==> src/rtl/uart_memory_loader_if.sv <==
`timescale 1ns/1ps
`default_nettype none
// ============================================================================
//  Module   : uart_memory_loader_if
//  Purpose  : Memory write port and status signals driven by the UART memory
//             loader toward the 16 x 8-bit configuration memory.
//  Signals  : o_W_En    - one-cycle write strobe
//             o_W_Addr  - 4-bit write address, valid with o_W_En
//             o_W_Data  - 8-bit write data, valid with o_W_En
//             o_Err     - one-cycle error pulse (framing / bad command)
//             o_Busy    - packet or byte reception in progress
//  Modports : master - the loader (drives everything)
//             slave  - the memory / observer side
//  Revision : 1.0 - initial release
// ============================================================================
interface uart_memory_loader_if;
    logic       o_W_En;
    logic [3:0] o_W_Addr;
    logic [7:0] o_W_Data;
    logic       o_Err;
    logic       o_Busy;

    modport master (
        output o_W_En,
        output o_W_Addr,
        output o_W_Data,
        output o_Err,
        output o_Busy
    );

    modport slave (
        input  o_W_En,
        input  o_W_Addr,
        input  o_W_Data,
        input  o_Err,
        input  o_Busy
    );
endinterface
`default_nettype wire

==> src/rtl/uart_memory_loader.sv <==
`timescale 1ns/1ps
`default_nettype none
// ============================================================================
//  Module   : uart_memory_loader
//  Purpose  : Receives 8N1 UART bytes and turns {address, data} byte pairs
//             into single-cycle writes on the configuration memory port.
//             An address byte carries CMD_NIBBLE in its upper nibble and the
//             target address in its lower nibble; the next byte is the data.
//  Ports    : i_Clk     - system clock, rising edge
//             i_Rst_L   - synchronous active-low reset
//             i_UART_RX - asynchronous serial input, idle high
//             mem       - memory write port / status (master modport)
//  Params   : CLKS_PER_BIT - clock cycles per UART bit (4..1023)
//             CMD_NIBBLE   - required upper nibble of an address byte
//  Revision : 1.0 - initial release
// ============================================================================
module uart_memory_loader #(
    parameter int         CLKS_PER_BIT = 217,
    parameter logic [3:0] CMD_NIBBLE   = 4'hA
) (
    input  wire logic            i_Clk,
    input  wire logic            i_Rst_L,
    input  wire logic            i_UART_RX,
    uart_memory_loader_if.master mem
);

    // Terminal counts are inclusive of zero, hence the -1.
    localparam logic [9:0] c_BIT_LAST  = 10'(CLKS_PER_BIT - 1);
    localparam logic [9:0] c_HALF_LAST = 10'(CLKS_PER_BIT / 2 - 1);

    typedef enum logic [2:0] {
        RX_IDLE  = 3'd0,
        RX_START = 3'd1,
        RX_DATA  = 3'd2,
        RX_STOP  = 3'd3,
        RX_DONE  = 3'd4
    } rx_state_t;

    typedef enum logic [0:0] {
        PK_WAIT_ADDR = 1'b0,
        PK_WAIT_DATA = 1'b1
    } pk_state_t;

    // ------------------------------------------------------------------
    // Input synchroniser (idle-high line, so both stages reset to 1)
    // ------------------------------------------------------------------
    logic r_rx_meta;
    logic r_rx_sync;

    always_ff @(posedge i_Clk) begin
        if (!i_Rst_L) begin
            r_rx_meta <= 1'b1;
            r_rx_sync <= 1'b1;
        end else begin
            r_rx_meta <= i_UART_RX;
            r_rx_sync <= r_rx_meta;
        end
    end

    // ------------------------------------------------------------------
    // Byte receiver
    // ------------------------------------------------------------------
    rx_state_t  r_rx_state, w_rx_next;
    logic [9:0] r_cnt,      w_cnt_next;
    logic [2:0] r_bit_idx,  w_bit_next;
    logic [7:0] r_shift,    w_shift_next;
    logic       r_stop_ok,  w_stop_ok_next;
    logic       w_byte_valid;
    logic       w_frame_err;

    always_ff @(posedge i_Clk) begin
        if (!i_Rst_L) begin
            r_rx_state <= RX_IDLE;
            r_cnt      <= 10'd0;
            r_bit_idx  <= 3'd0;
            r_shift    <= 8'd0;
            r_stop_ok  <= 1'b0;
        end else begin
            r_rx_state <= w_rx_next;
            r_cnt      <= w_cnt_next;
            r_bit_idx  <= w_bit_next;
            r_shift    <= w_shift_next;
            r_stop_ok  <= w_stop_ok_next;
        end
    end

    always_comb begin
        w_rx_next      = r_rx_state;
        w_cnt_next     = r_cnt;
        w_bit_next     = r_bit_idx;
        w_shift_next   = r_shift;
        w_stop_ok_next = r_stop_ok;

        unique case (r_rx_state)
            RX_IDLE: begin
                w_cnt_next = 10'd0;
                w_bit_next = 3'd0;
                if (!r_rx_sync) begin
                    w_rx_next = RX_START;
                end
            end

            // Wait half a bit, then confirm the start bit is still low so
            // that later samples land near the middle of each bit.
            RX_START: begin
                if (r_cnt == c_HALF_LAST) begin
                    w_cnt_next = 10'd0;
                    w_rx_next  = r_rx_sync ? RX_IDLE : RX_DATA;
                end else begin
                    w_cnt_next = r_cnt + 10'd1;
                end
            end

            // LSB first: new bits enter at the top and shift down.
            RX_DATA: begin
                if (r_cnt == c_BIT_LAST) begin
                    w_cnt_next   = 10'd0;
                    w_shift_next = {r_rx_sync, r_shift[7:1]};
                    if (r_bit_idx == 3'd7) begin
                        w_bit_next = 3'd0;
                        w_rx_next  = RX_STOP;
                    end else begin
                        w_bit_next = r_bit_idx + 3'd1;
                    end
                end else begin
                    w_cnt_next = r_cnt + 10'd1;
                end
            end

            RX_STOP: begin
                if (r_cnt == c_BIT_LAST) begin
                    w_cnt_next     = 10'd0;
                    w_stop_ok_next = r_rx_sync;
                    w_rx_next      = RX_DONE;
                end else begin
                    w_cnt_next = r_cnt + 10'd1;
                end
            end

            // Single cycle; short enough that a start bit following the
            // stop bit with no idle time is still caught from IDLE.
            RX_DONE: begin
                w_rx_next = RX_IDLE;
            end

            default: begin
                w_rx_next = RX_IDLE;
            end
        endcase
    end

    assign w_byte_valid = (r_rx_state == RX_DONE) &&  r_stop_ok;
    assign w_frame_err  = (r_rx_state == RX_DONE) && !r_stop_ok;

    // ------------------------------------------------------------------
    // Packet assembler
    // ------------------------------------------------------------------
    pk_state_t  r_pk_state,   w_pk_next;
    logic [3:0] r_addr_latch, w_addr_latch_next;
    logic       r_w_en,       w_w_en_next;
    logic       r_err,        w_err_next;
    logic [3:0] r_w_addr,     w_w_addr_next;
    logic [7:0] r_w_data,     w_w_data_next;

    always_ff @(posedge i_Clk) begin
        if (!i_Rst_L) begin
            r_pk_state   <= PK_WAIT_ADDR;
            r_addr_latch <= 4'd0;
            r_w_en       <= 1'b0;
            r_err        <= 1'b0;
            r_w_addr     <= 4'd0;
            r_w_data     <= 8'd0;
        end else begin
            r_pk_state   <= w_pk_next;
            r_addr_latch <= w_addr_latch_next;
            r_w_en       <= w_w_en_next;
            r_err        <= w_err_next;
            r_w_addr     <= w_w_addr_next;
            r_w_data     <= w_w_data_next;
        end
    end

    // The pending address lives in its own latch so the visible write
    // address/data only change when a strobe actually fires.
    always_comb begin
        w_pk_next         = r_pk_state;
        w_addr_latch_next = r_addr_latch;
        w_w_en_next       = 1'b0;
        w_err_next        = 1'b0;
        w_w_addr_next     = r_w_addr;
        w_w_data_next     = r_w_data;

        if (w_frame_err) begin
            // Corrupted byte: drop any half-received packet as well.
            w_err_next = 1'b1;
            w_pk_next  = PK_WAIT_ADDR;
        end else if (w_byte_valid) begin
            unique case (r_pk_state)
                PK_WAIT_ADDR: begin
                    if (r_shift[7:4] == CMD_NIBBLE) begin
                        w_addr_latch_next = r_shift[3:0];
                        w_pk_next         = PK_WAIT_DATA;
                    end else begin
                        w_err_next = 1'b1;
                    end
                end
                PK_WAIT_DATA: begin
                    w_w_en_next   = 1'b1;
                    w_w_addr_next = r_addr_latch;
                    w_w_data_next = r_shift;
                    w_pk_next     = PK_WAIT_ADDR;
                end
                default: begin
                    w_pk_next = PK_WAIT_ADDR;
                end
            endcase
        end
    end

    assign mem.o_W_En   = r_w_en;
    assign mem.o_W_Addr = r_w_addr;
    assign mem.o_W_Data = r_w_data;
    assign mem.o_Err    = r_err;
    assign mem.o_Busy   = (r_pk_state == PK_WAIT_DATA) || (r_rx_state != RX_IDLE);

endmodule
`default_nettype wire
==> src/flat_wrapper.sv <==
// flat-port wrapper written by rule: the top's interface ports become plain ports
module uart_memory_loader_flat 
#(
    parameter int         CLKS_PER_BIT = 217,
    parameter logic [3:0] CMD_NIBBLE   = 4'hA
)
  (i_Clk, i_Rst_L, i_UART_RX, mem_o_W_En, mem_o_W_Addr, mem_o_W_Data, mem_o_Err, mem_o_Busy);
  uart_memory_loader_if mem_i ();
  input  wire logic i_Clk;
  input  wire logic i_Rst_L;
  input  wire logic i_UART_RX;
  output wire logic [$bits(mem_i.o_W_En)-1:0] mem_o_W_En;
  output wire logic [$bits(mem_i.o_W_Addr)-1:0] mem_o_W_Addr;
  output wire logic [$bits(mem_i.o_W_Data)-1:0] mem_o_W_Data;
  output wire logic [$bits(mem_i.o_Err)-1:0] mem_o_Err;
  output wire logic [$bits(mem_i.o_Busy)-1:0] mem_o_Busy;
  assign mem_o_W_En = mem_i.o_W_En;
  assign mem_o_W_Addr = mem_i.o_W_Addr;
  assign mem_o_W_Data = mem_i.o_W_Data;
  assign mem_o_Err = mem_i.o_Err;
  assign mem_o_Busy = mem_i.o_Busy;
  uart_memory_loader #(.CLKS_PER_BIT(CLKS_PER_BIT), .CMD_NIBBLE(CMD_NIBBLE)) u_core (.i_Clk(i_Clk), .i_Rst_L(i_Rst_L), .i_UART_RX(i_UART_RX), .mem(mem_i));
endmodule
==> config.mk <==
export PLATFORM = sky130hd
export DESIGN_NAME = uart_memory_loader_flat
export DESIGN_NICKNAME = d
export VERILOG_FILES = /design/src/rtl/uart_memory_loader_if.sv /design/src/rtl/uart_memory_loader.sv /design/src/flat_wrapper.sv
export SDC_FILE = /design/constraint.sdc
export NUM_CORES = 1
export LEC_CHECK = 0
export BUFFER_PORTS_ARGS = -buffer_cell sky130_fd_sc_hd__buf_2
export CAP_MARGIN = 20
export CORE_MARGIN = 4
export CORE_UTILIZATION = 35
export CTS_CLUSTER_SIZE = 16
export DETAILED_ROUTE_END_ITERATION = 7
export GPL_TIMING_DRIVEN = 0
export SYNTH_ARGS = -nofsm -noshare
export SYNTH_HDL_FRONTEND = slang
export SYNTH_SLANG_ARGS = --single-unit
==> constraint.sdc <==
create_clock -name i_Clk -period 1.8 [get_ports i_Clk]
set_input_delay 0.18 -clock i_Clk [delete_from_list [all_inputs] [get_ports i_Clk]]
set_output_delay 0.18 -clock i_Clk [all_outputs]
set_load 0.01 [all_outputs]
==> impl_metrics.yaml, run 1 <==
power:
  comb_power_share_pct: 3.3
  pwr-share-seq_pct: 59.5
  p_sw_mw: 0.417
  p_int_mw: 1.31
  p_leak_nw: 0.860
  p_sw_share_pct: 24.2
  power_density_nw_per_um2: 733
  clockPowerShare_pct: 37.3
  ir_worst_vdd_mv: 0.367
sta:
  fin_tns_setup_ns: 0
  relSlewSlack_pct: 67.1
  fmax_ghz: 0.585
  period_minus_slack_ns: 1.71
  whs_ns: 0.0512
  worst_pin_slew_ns: 0.494
  drv_slew: 0
  final-setup-viol-count: 0
  period_share_pct: 95.0
  rsz0062_at_grt: "no"
  skew_ns: 0.00612
  finalHoldViolCount: 0
critical_path:
  endpoint_kind: "flop"
  crit_fanout: 10
  critPathArrivalTime_ns: 1.90
  crit_top_cell: "buf_2"
  regToRegStartpoint: "u_core.r_cnt[4]"
  timing.rr.end: "u_core.r_cnt[5]"
  critPathMaxStageDelay_ns: 0.40
  regToRegSetupSlack_ns: 0.09
  cp_num_buf_inv: 2
  start_kind: "flop"
  cp_top_family: "simple AND/OR/NAND/NOR gates"
  worstSetupPathType: "reg -> reg"
  reg2reg_depth: 6
  cp_slowest_cell: "nor4bb_2"
  path_cells: "buf_2 -> nor4bb_2 -> a311oi_2 -> buf_2 -> o21ai_0 -> nand3_1"
  required_ns: 1.99
detailed_routing:
  vias_per_cell: 5.22
  firstDrtPassIters: 4
  dr_total_vias: 1785
  wl_mm: 4.60
  drtAntennaViolNets: 0
  drcViolationCount: 0
  wl_per_cell_um: 13.4
  dr.first_iter.drc_count: 92
logic_synthesis:
  async_reset_ff_share_pct: 0
  synth_area_per_cell_um2: 8.39
  synth_cells: 244
  ys_seq_elements: 46
  seq_area_frac_synth_pct: 45.0
  synth_warnings: 0
  syn_area_um2: 2050
  yosysUniqueCellTypes: 39
  synth-edff-count: 0
  synth_nets: 251
  ys.flop_type: "dfxtp_1"
global_route:
  antenna_found_initial: 0
  grt_max_degree: 16
  grt_usage_pct: 13.5
  grt_pass1_vias: 1700
  overflow: 0
  grt_pass1_wl_mm: 7.94
clocking:
  clkSlewWorstSetupHoldPaths_ns: 0.09
  cts_hold_buffers: 0
  clockBufferDepth: 2
  clk-insertion-delay-late_ns: 0.31
  cts_tree: "built"
  htreeDepth: 2
  clockRootBuffer: "clkbuf_8"
  numCtsBuffers: 5
  clkSinkCount: 46
floorplan:
  die_w_um: 84.5
  die_area_um2: 7140
  initial_core_util_pct: 36.7
  pin_count: 18
  die_h_um: 84.5
  rows: 27
  core-area_um2: 5570
placement:
  post-place-cells: 333
  gp_congestion: 0.780
  port_buffers: 17
  place_hpwl_mm: 3.24
  placed_area_um2: 2220
layout:
  drive_above_1_share_pct: 16.7
  final_cell_mix: "dfxtp_1, nand2_1, a21oi_1, buf_2"
  nets: 276
  syn_to_final_growth_pct: 15.0
  postLayoutCellArea_um2: 2350
  diodes: 0
  layout_commonest_cell: "dfxtp_1"
  final_cells: 342
hold_path:
  holdCritStartpoint: "i_UART_RX"
  hold_path_class: "in -> reg"
  holdPathStages: 2
  whs_endpoint: "u_core.r_rx_meta"
run:
  drv_cap: 0
status:
  status: "completed"
==> power by group through the flow <==
stage,sequential (mW),combinational [mW],clock (mW)
after CTS,1.03,0.0550,0.666
after global placement,1.05,0.0545,0
after global routing,1.03,0.0622,0.709
after floorplan,1.05,0.0361,0
final,1.03,0.0561,0.643
after detailed placement,1.05,0.0550,0
==> metrics by stage <==
step / power [mW] / utilization, % / setup slack (ns)
2_1_floorplan: 1.08 / - / 0.199
3_3_place_gp: 1.10 / 39.9 / 0.0286
3_5_place_dp: 1.10 / 39.9 / 0.0152
4_1_cts: 1.75 / 41.6 / 0.00148
5_1_grt: 1.80 / 42.2 / 0.00500
6_report: 1.72 / 42.2 / 0.0904
==> Yosys cell counts, types with 6 or more instances <==
master	number	area [um^2]
nand3_1	18	90.1
clkbuf_1	9	33.8
o211ai_1	7	52.6
nor2_1	14	52.6
nand2_1	40	150
mux2i_1	6	60.1
o21ai_0	19	95.1
a21oi_1	26	130
dfxtp_1	46	921
==> logic make-up (layout without fill, tap and decap cells) <==
logic type	after synthesis	count (layout)	synth area share, %
flops	46	46	45.0
mux	6	6	2.93
simple gates	100	100	24.9
fa+ha+maj	4	4	2.45
xor+xnor	1	1	0.428
buf+inv	23	49	5.19
compound gates	64	64	19.1
==> registers in the layout (all words and copies together) (netlist names) <==
name                 count
u_core.mem.o_Err         1
u_core.mem.o_W_Addr      4
u_core.mem.o_W_Data      8
u_core.mem.o_W_En        1
u_core.r_addr_latch      4
u_core.r_bit_idx         3
u_core.r_cnt            10
u_core.r_pk_state        1
u_core.r_rx_meta         1
u_core.r_rx_state        3
u_core.r_rx_sync         1
u_core.r_shift           8
u_core.r_stop_ok         1
==> repair_timing <==
action	4_1_cts	5_1_grt
endpoints found under the hold margin	0	0
resized for setup	1	12
endpoints found under the setup margin	2	27
pin swaps	0	1
setup buffers	0	1
==> worst max path at each step <==
stage	start	end	depth (start not counted)
final	u_core.r_cnt[4]	u_core.r_cnt[5]	6
after global placement	u_core.r_cnt[0]	u_core.r_cnt[2]	6
after floorplan	u_core.r_cnt[0]	u_core.r_cnt[2]	6
after detailed placement	u_core.r_rx_state[2]	u_core.mem.o_W_Data[4]	6
after global routing	u_core.r_cnt[0]	u_core.r_cnt[2]	6
after CTS	u_core.r_cnt[0]	u_core.r_cnt[2]	6
==> layer usage <==
layer | global-route usage (%) | wire, um
met1 | 17.8 | 2290
met2 | 21.4 | 2070
met3 | 3.04 | 155
met4 | 5.61 | 86
met5 | 0 | 0
==> area by class of cell <==
cell class,instances,area (um^2)
inverters,6,22.5
repair buffers,18,92.6
plain buffers,17,88.8
well taps,72,90.1
clock buffers,5,68.8
multi-input cells,175,1050
clock inverters,3,21.3
flip-flops and latches,46,923
fillers,597,3220
No activity file was read; power rests on OpenSTA's default activity.
==> inputs of run 2 (changes only) <==
--- a/config.mk
+++ b/config.mk
@@ -7,7 +7,6 @@
 export LEC_CHECK = 0
 export BUFFER_PORTS_ARGS = -buffer_cell sky130_fd_sc_hd__buf_2
 export CAP_MARGIN = 20
-export CORE_MARGIN = 4
 export CORE_UTILIZATION = 35
 export CTS_CLUSTER_SIZE = 16
 export DETAILED_ROUTE_END_ITERATION = 7
==> run 2 against run 1 <==
Core utilization increased by 0.16 points; first-iteration DRC count increased by 30%; register-to-register slack improved by 0.04 ns; via count decreased by 0.34%; global-route usage increased by 1.9 points; final cell count unchanged; total power increased by 1.2%; largest power group unchanged.
==> impl_metrics.yaml, run 2 (same netlist as run 1, synthesis figures left out) <==
floorplan:
  die_area_um2: 6160
  die_w_um: 78.5
  core-area_um2: 5570
  die_h_um: 78.5
  pin_count: 18
  rows: 27
  initial_core_util_pct: 36.7
critical_path:
  start_kind: "flop"
  regToRegSetupSlack_ns: 0.13
  reg2reg_depth: 6
  path_cells: "inv_1 -> ha_1 -> and4b_1 -> a31oi_4 -> nor2_1 -> a2111oi_2"
  critPathMaxStageDelay_ns: 0.36
  worstSetupPathType: "reg -> reg"
  critPathArrivalTime_ns: 1.87
  timing.rr.end: "u_core.r_cnt[2]"
  cp_slowest_cell: "dfxtp_2"
  crit_fanout: 4
  endpoint_kind: "flop"
  required_ns: 2.01
  regToRegStartpoint: "u_core.r_cnt[0]"
detailed_routing:
  dr.first_iter.drc_count: 120
  drcViolationCount: 0
  firstDrtPassIters: 4
  dr_total_vias: 1779
  drtAntennaViolNets: 0
  vias_per_cell: 5.20
  wl_mm: 4.58
  wl_per_cell_um: 13.4
hold_path:
  holdPathStages: 2
  whs_endpoint: "u_core.r_rx_meta"
  hold_path_class: "in -> reg"
  holdCritStartpoint: "i_UART_RX"
power:
  p_leak_nw: 0.863
  comb_power_share_pct: 3.2
  p_int_mw: 1.32
  power_density_nw_per_um2: 739
  p_sw_mw: 0.430
  pwr-share-seq_pct: 58.8
  ir_worst_vdd_mv: 0.384
  power.total_mw: 1.74
  clockPowerShare_pct: 38.1
  p_sw_share_pct: 24.6
layout:
  final_cell_mix: "dfxtp_1, nand2_1, a21oi_1, buf_2, o21ai_0"
  largest_register_ffs: 10
  postLayoutCellArea_um2: 2360
  drive_above_1_share_pct: 17.0
  final_util_pct: 42.4
  diodes: 0
  top_register: "u_core.r_cnt"
  syn_to_final_growth_pct: 15.4
  nets: 276
  layout_commonest_cell: "dfxtp_1"
global_route:
  antenna_found_initial: 0
  grt_pass1_vias: 1516
  grt_usage_pct: 15.4
  grt_pass1_wl_mm: 7.54
  grt_max_degree: 17
  overflow: 0
run:
  drv_cap: 0
placement:
  placed_area_um2: 2220
  place_hpwl_mm: 3.17
  port_buffers: 17
  gp_congestion: 0.807
clocking:
  clockBufferDepth: 2
  numCtsBuffers: 5
  cts_tree: "built"
  clockRootBuffer: "clkbuf_8"
  clkSinkCount: 46
  cts_hold_buffers: 0
  htreeDepth: 2
  clk-insertion-delay-late_ns: 0.31
  clkSlewWorstSetupHoldPaths_ns: 0.09
status:
  status: "completed"
sta:
  drv_slew: 0
  period_share_pct: 92.6
  final-setup-viol-count: 0
  finalHoldViolCount: 0
  fmax_ghz: 0.600
  worst_pin_slew_ns: 0.520
  period_minus_slack_ns: 1.67
  skew_ns: 0.0108
  fin_tns_setup_ns: 0
  relSlewSlack_pct: 65.3
## run 2: cell count changes in the layout (fill, tap and decap cells not counted)
cell | previous run | this run
buf_2 | 19 | 20
clkbuf_2 | 3 | 2
clkinv_2 | 1 | 0
inv_6 | 0 | 1
nand3_1 | 18 | 17
nand3_2 | 0 | 1
o21ai_0 | 18 | 19
o21ai_1 | 1 | 0
## run 2: through the flow
step	instances	hold slack, ns	worst slack, ns
4_1_cts	341	0.0503	0.0426
2_1_floorplan	244	0.281	0.199
3_5_place_dp	333	0.369	-0.0168
3_3_place_gp	333	0.362	-0.0150
6_report	342	0.0559	0.133
5_1_grt	342	0.0506	-0.0166
## run 2: area by class of cell
type / count / area (um^2)
plain buffers: 16 / 81.3
clock buffers: 5 / 68.8
clock inverters: 3 / 25.0
fillers: 582 / 3210
inverters: 6 / 22.5
multi-input cells: 175 / 1050
flip-flops and latches: 46 / 923
well taps: 72 / 90.1
repair buffers: 19 / 100
## run 2: how the worst max path moves through the flow
stage | from | endpoint | slack (ns) | cells after the start
after floorplan | u_core.r_cnt[0] | u_core.r_cnt[2] | 0.20 | 6
after global placement | u_core.r_cnt[0] | u_core.r_cnt[2] | -0.01 | 6
after detailed placement | u_core.r_rx_state[2] | u_core.mem.o_W_Addr[1] | -0.02 | 6
after CTS | u_core.r_cnt[0] | u_core.r_cnt[2] | 0.04 | 6
after global routing | u_core.r_cnt[0] | u_core.r_bit_idx[0] | -0.02 | 6
final | u_core.r_cnt[0] | u_core.r_cnt[2] | 0.13 | 6
## run 2: what timing repair did
item | in CTS | in global routing
resized for setup | 2 | 7
pin swaps | 0 | 1
buffers inserted | 0 | 2
setup endpoints to repair | 10 | 22
## run 2: layer usage
layer | vias up | GRT usage [%] | part of all wire [%]
met5 | - | 0 | 0
met4 | 0 | 4.44 | 1.1
met3 | 4 | 3.84 | 3.1
met2 | 24 | 22.9 | 44
met1 | 824 | 21.9 | 52
li1 | 927 | - | -
## run 2: worst max-delay path: cells and delay by family (launching register included)
family | cells | cell delay, ns
AOI/OAI and AO/OA | 2 | 0.57
and+or+nand+nor | 2 | 0.39
DFF | 1 | 0.36
adders and majority gates | 1 | 0.20
buffers and inverters | 1 | 0.06
## run 2: power groups by stage
| stage | clock (mW) | combinational (mW) | sequential (mW) |
|---|---|---|---|
| detailed placement | 0 | 0.0551 | 1.05 |
| CTS | 0.686 | 0.0550 | 1.03 |
| global placement | 0 | 0.0546 | 1.05 |
| global route | 0.727 | 0.0619 | 1.03 |
| floorplan | 0 | 0.0361 | 1.05 |
| finish | 0.664 | 0.0554 | 1.03 |
==> inputs of run 3 (changes only) <==
--- a/config.mk
+++ b/config.mk
@@ -7,6 +7,7 @@
 export LEC_CHECK = 0
 export BUFFER_PORTS_ARGS = -buffer_cell sky130_fd_sc_hd__buf_2
 export CAP_MARGIN = 20
+export CORE_ASPECT_RATIO = 1.5
 export CORE_UTILIZATION = 35
 export CTS_CLUSTER_SIZE = 16
 export DETAILED_ROUTE_END_ITERATION = 7
==> run 3 against run 2 <==
Via count fell by 0.17%; clock power rose by 16%; total power up 6.3%; sequential power is essentially flat; non-clock buffer count stayed put; clock-buffer cell count rose by 1; routed wire length increased by 0.98%; critical path type unchanged; highest routed layer unchanged.
==> impl_metrics.yaml, run 3 (same netlist as run 1, synthesis figures left out) <==
global_route:
  grt_pass1_wl_mm: 8.05
  grt_pass1_vias: 1680
  grt_usage_pct: 16.9
  overflow: 0
  antenna_found_initial: 0
  grt_max_degree: 15
critical_path:
  critPathArrivalTime_ns: 1.90
  worstSetupPathType: "reg -> reg"
  crit_fanout: 5
  timing.rr.end: "u_core.r_cnt[2]"
  start_kind: "flop"
  endpoint_kind: "flop"
  regToRegSetupSlack_ns: 0.1
  required_ns: 2.00
  reg2reg_depth: 6
  regToRegStartpoint: "u_core.r_cnt[1]"
hold_path:
  holdPathStages: 2
  whs_endpoint: "u_core.r_rx_meta"
  hold_path_class: "in -> reg"
  holdCritStartpoint: "i_UART_RX"
layout:
  largest_register_ffs: 10
  fillers: 578
  top_register: "u_core.r_cnt"
  syn_to_final_growth_pct: 16.7
  nets: 276
  diodes: 0
  final_cell_mix: "dfxtp_1, nand2_1, a21oi_1"
  layout_commonest_cell: "dfxtp_1"
  drive_above_1_share_pct: 16.7
  postLayoutCellArea_um2: 2390
sta:
  final-setup-viol-count: 0
  worst_pin_slew_ns: 0.491
  finalHoldViolCount: 0
  period_minus_slack_ns: 1.70
  relSlewSlack_pct: 67.3
  drv_slew: 0
  skew_ns: 0.00834
  whs_ns: 0.0603
  fmax_ghz: 0.588
  period_share_pct: 94.5
  rsz0062_at_grt: "no"
placement:
  gp_congestion: 0.786
  placed_area_um2: 2220
  place_hpwl_mm: 3.33
  port_buffers: 17
clocking:
  cts_tree: "built"
  clkSlewWorstSetupHoldPaths_ns: 0.08
  clkSinkCount: 46
  clk-insertion-delay-late_ns: 0.30
  numCtsBuffers: 5
  clockRootBuffer: "clkbuf_8"
  htreeDepth: 2
  clockBufferDepth: 2
  cts_hold_buffers: 0
power:
  p_leak_nw: 0.864
  power_density_nw_per_um2: 776
  ir_worst_vdd_mv: 0.381
detailed_routing:
  vias_per_cell: 5.22
  dr.first_iter.drc_count: 78
  dr_total_vias: 1776
  drcViolationCount: 0
  wl_per_cell_um: 13.6
  drtAntennaViolNets: 0
  wl_mm: 4.62
  firstDrtPassIters: 4
floorplan:
  initial_core_util_pct: 37.0
  die_area_um2: 6160
  die_h_um: 95.7
  core-area_um2: 5530
  die_w_um: 64.4
  rows: 33
  pin_count: 18
status:
  status: "completed"
run:
  drv_cap: 0
run 3: layer usage:
| layer | vias to the layer above | track usage [%] | part of all wire, % |
|---|---|---|---|
| li1 | 922 | - | - |
| met1 | 820 | 18.7 | 43 |
| met2 | 28 | 31.4 | 53 |
| met3 | 6 | 2.87 | 2.4 |
| met4 | 0 | 6.67 | 1.6 |
| met5 | - | 0 | 0 |
run 3: cell type report:
| class | instances | area (um^2) | share of cell area (%) |
|---|---|---|---|
| Clock buffer | 6 | 72.6 | 3.04 |
| Tap cell | 70 | 87.6 | 3.66 |
| Inverter | 6 | 22.5 | 0.942 |
| Multi-Input combinational cell | 175 | 1060 | 44.5 |
| Sequential cell | 46 | 925 | 38.7 |
| Timing Repair Buffer | 18 | 92.6 | 3.87 |
| Clock inverter | 2 | 37.5 | 1.57 |
| Buffer | 17 | 90.1 | 3.77 |
run 3: metrics by stage:
stage | power (mW) | util [%] | TNS [ns] | instances | setup WS, ns
after detailed placement | 1.10 | 40.1 | -0.185 | 331 | -0.0284
final | 1.85 | 43.2 | 0 | 340 | 0.0997
after global placement | 1.10 | 40.1 | -0.116 | 331 | -0.0166
after global routing | 1.93 | 43.2 | 0 | 340 | 0.00375
after CTS | 1.87 | 42.4 | 0 | 339 | 0.0144
after floorplan | 1.08 | - | 0 | 244 | 0.199
run 3: worst max-delay path by stage:
stage	from	to	slack, ns	depth (start not counted)
2_1_floorplan	u_core.r_cnt[0]	u_core.r_cnt[2]	0.20	6
3_3_place_gp	u_core.r_rx_state[2]	u_core.mem.o_W_Addr[2]	-0.02	6
3_5_place_dp	u_core.r_rx_state[2]	u_core.mem.o_W_Data[1]	-0.03	6
4_1_cts	u_core.r_cnt[3]	u_core.r_cnt[4]	0.01	4
5_1_grt	u_core.r_cnt[0]	u_core.r_cnt[2]	0.004	6
6_report	u_core.r_cnt[1]	u_core.r_cnt[2]	0.1	6
run 3: where the power goes:
part	switching (mW)	leakage [nW]	internal [mW]	total (mW)
logic	0.0423	0.441	0.0143	0.0567
registers	0.00448	0.372	1.02	1.02
clock network	0.359	0.0514	0.415	0.773
run 3: what timing repair did:
item	in CTS	in global routing
pin swaps	0	1
setup endpoints to repair	10	21
gates resized for setup	2	14
setup buffers	0	1
run 3: worst max-delay path, cell delays in order, from the launching register on:
cell       delay (ns)
dfxtp_1          0.38
inv_1            0.06
ha_1             0.19
and4b_2          0.28
a31oi_4          0.24
nor2_2           0.10
a2111oi_2        0.35
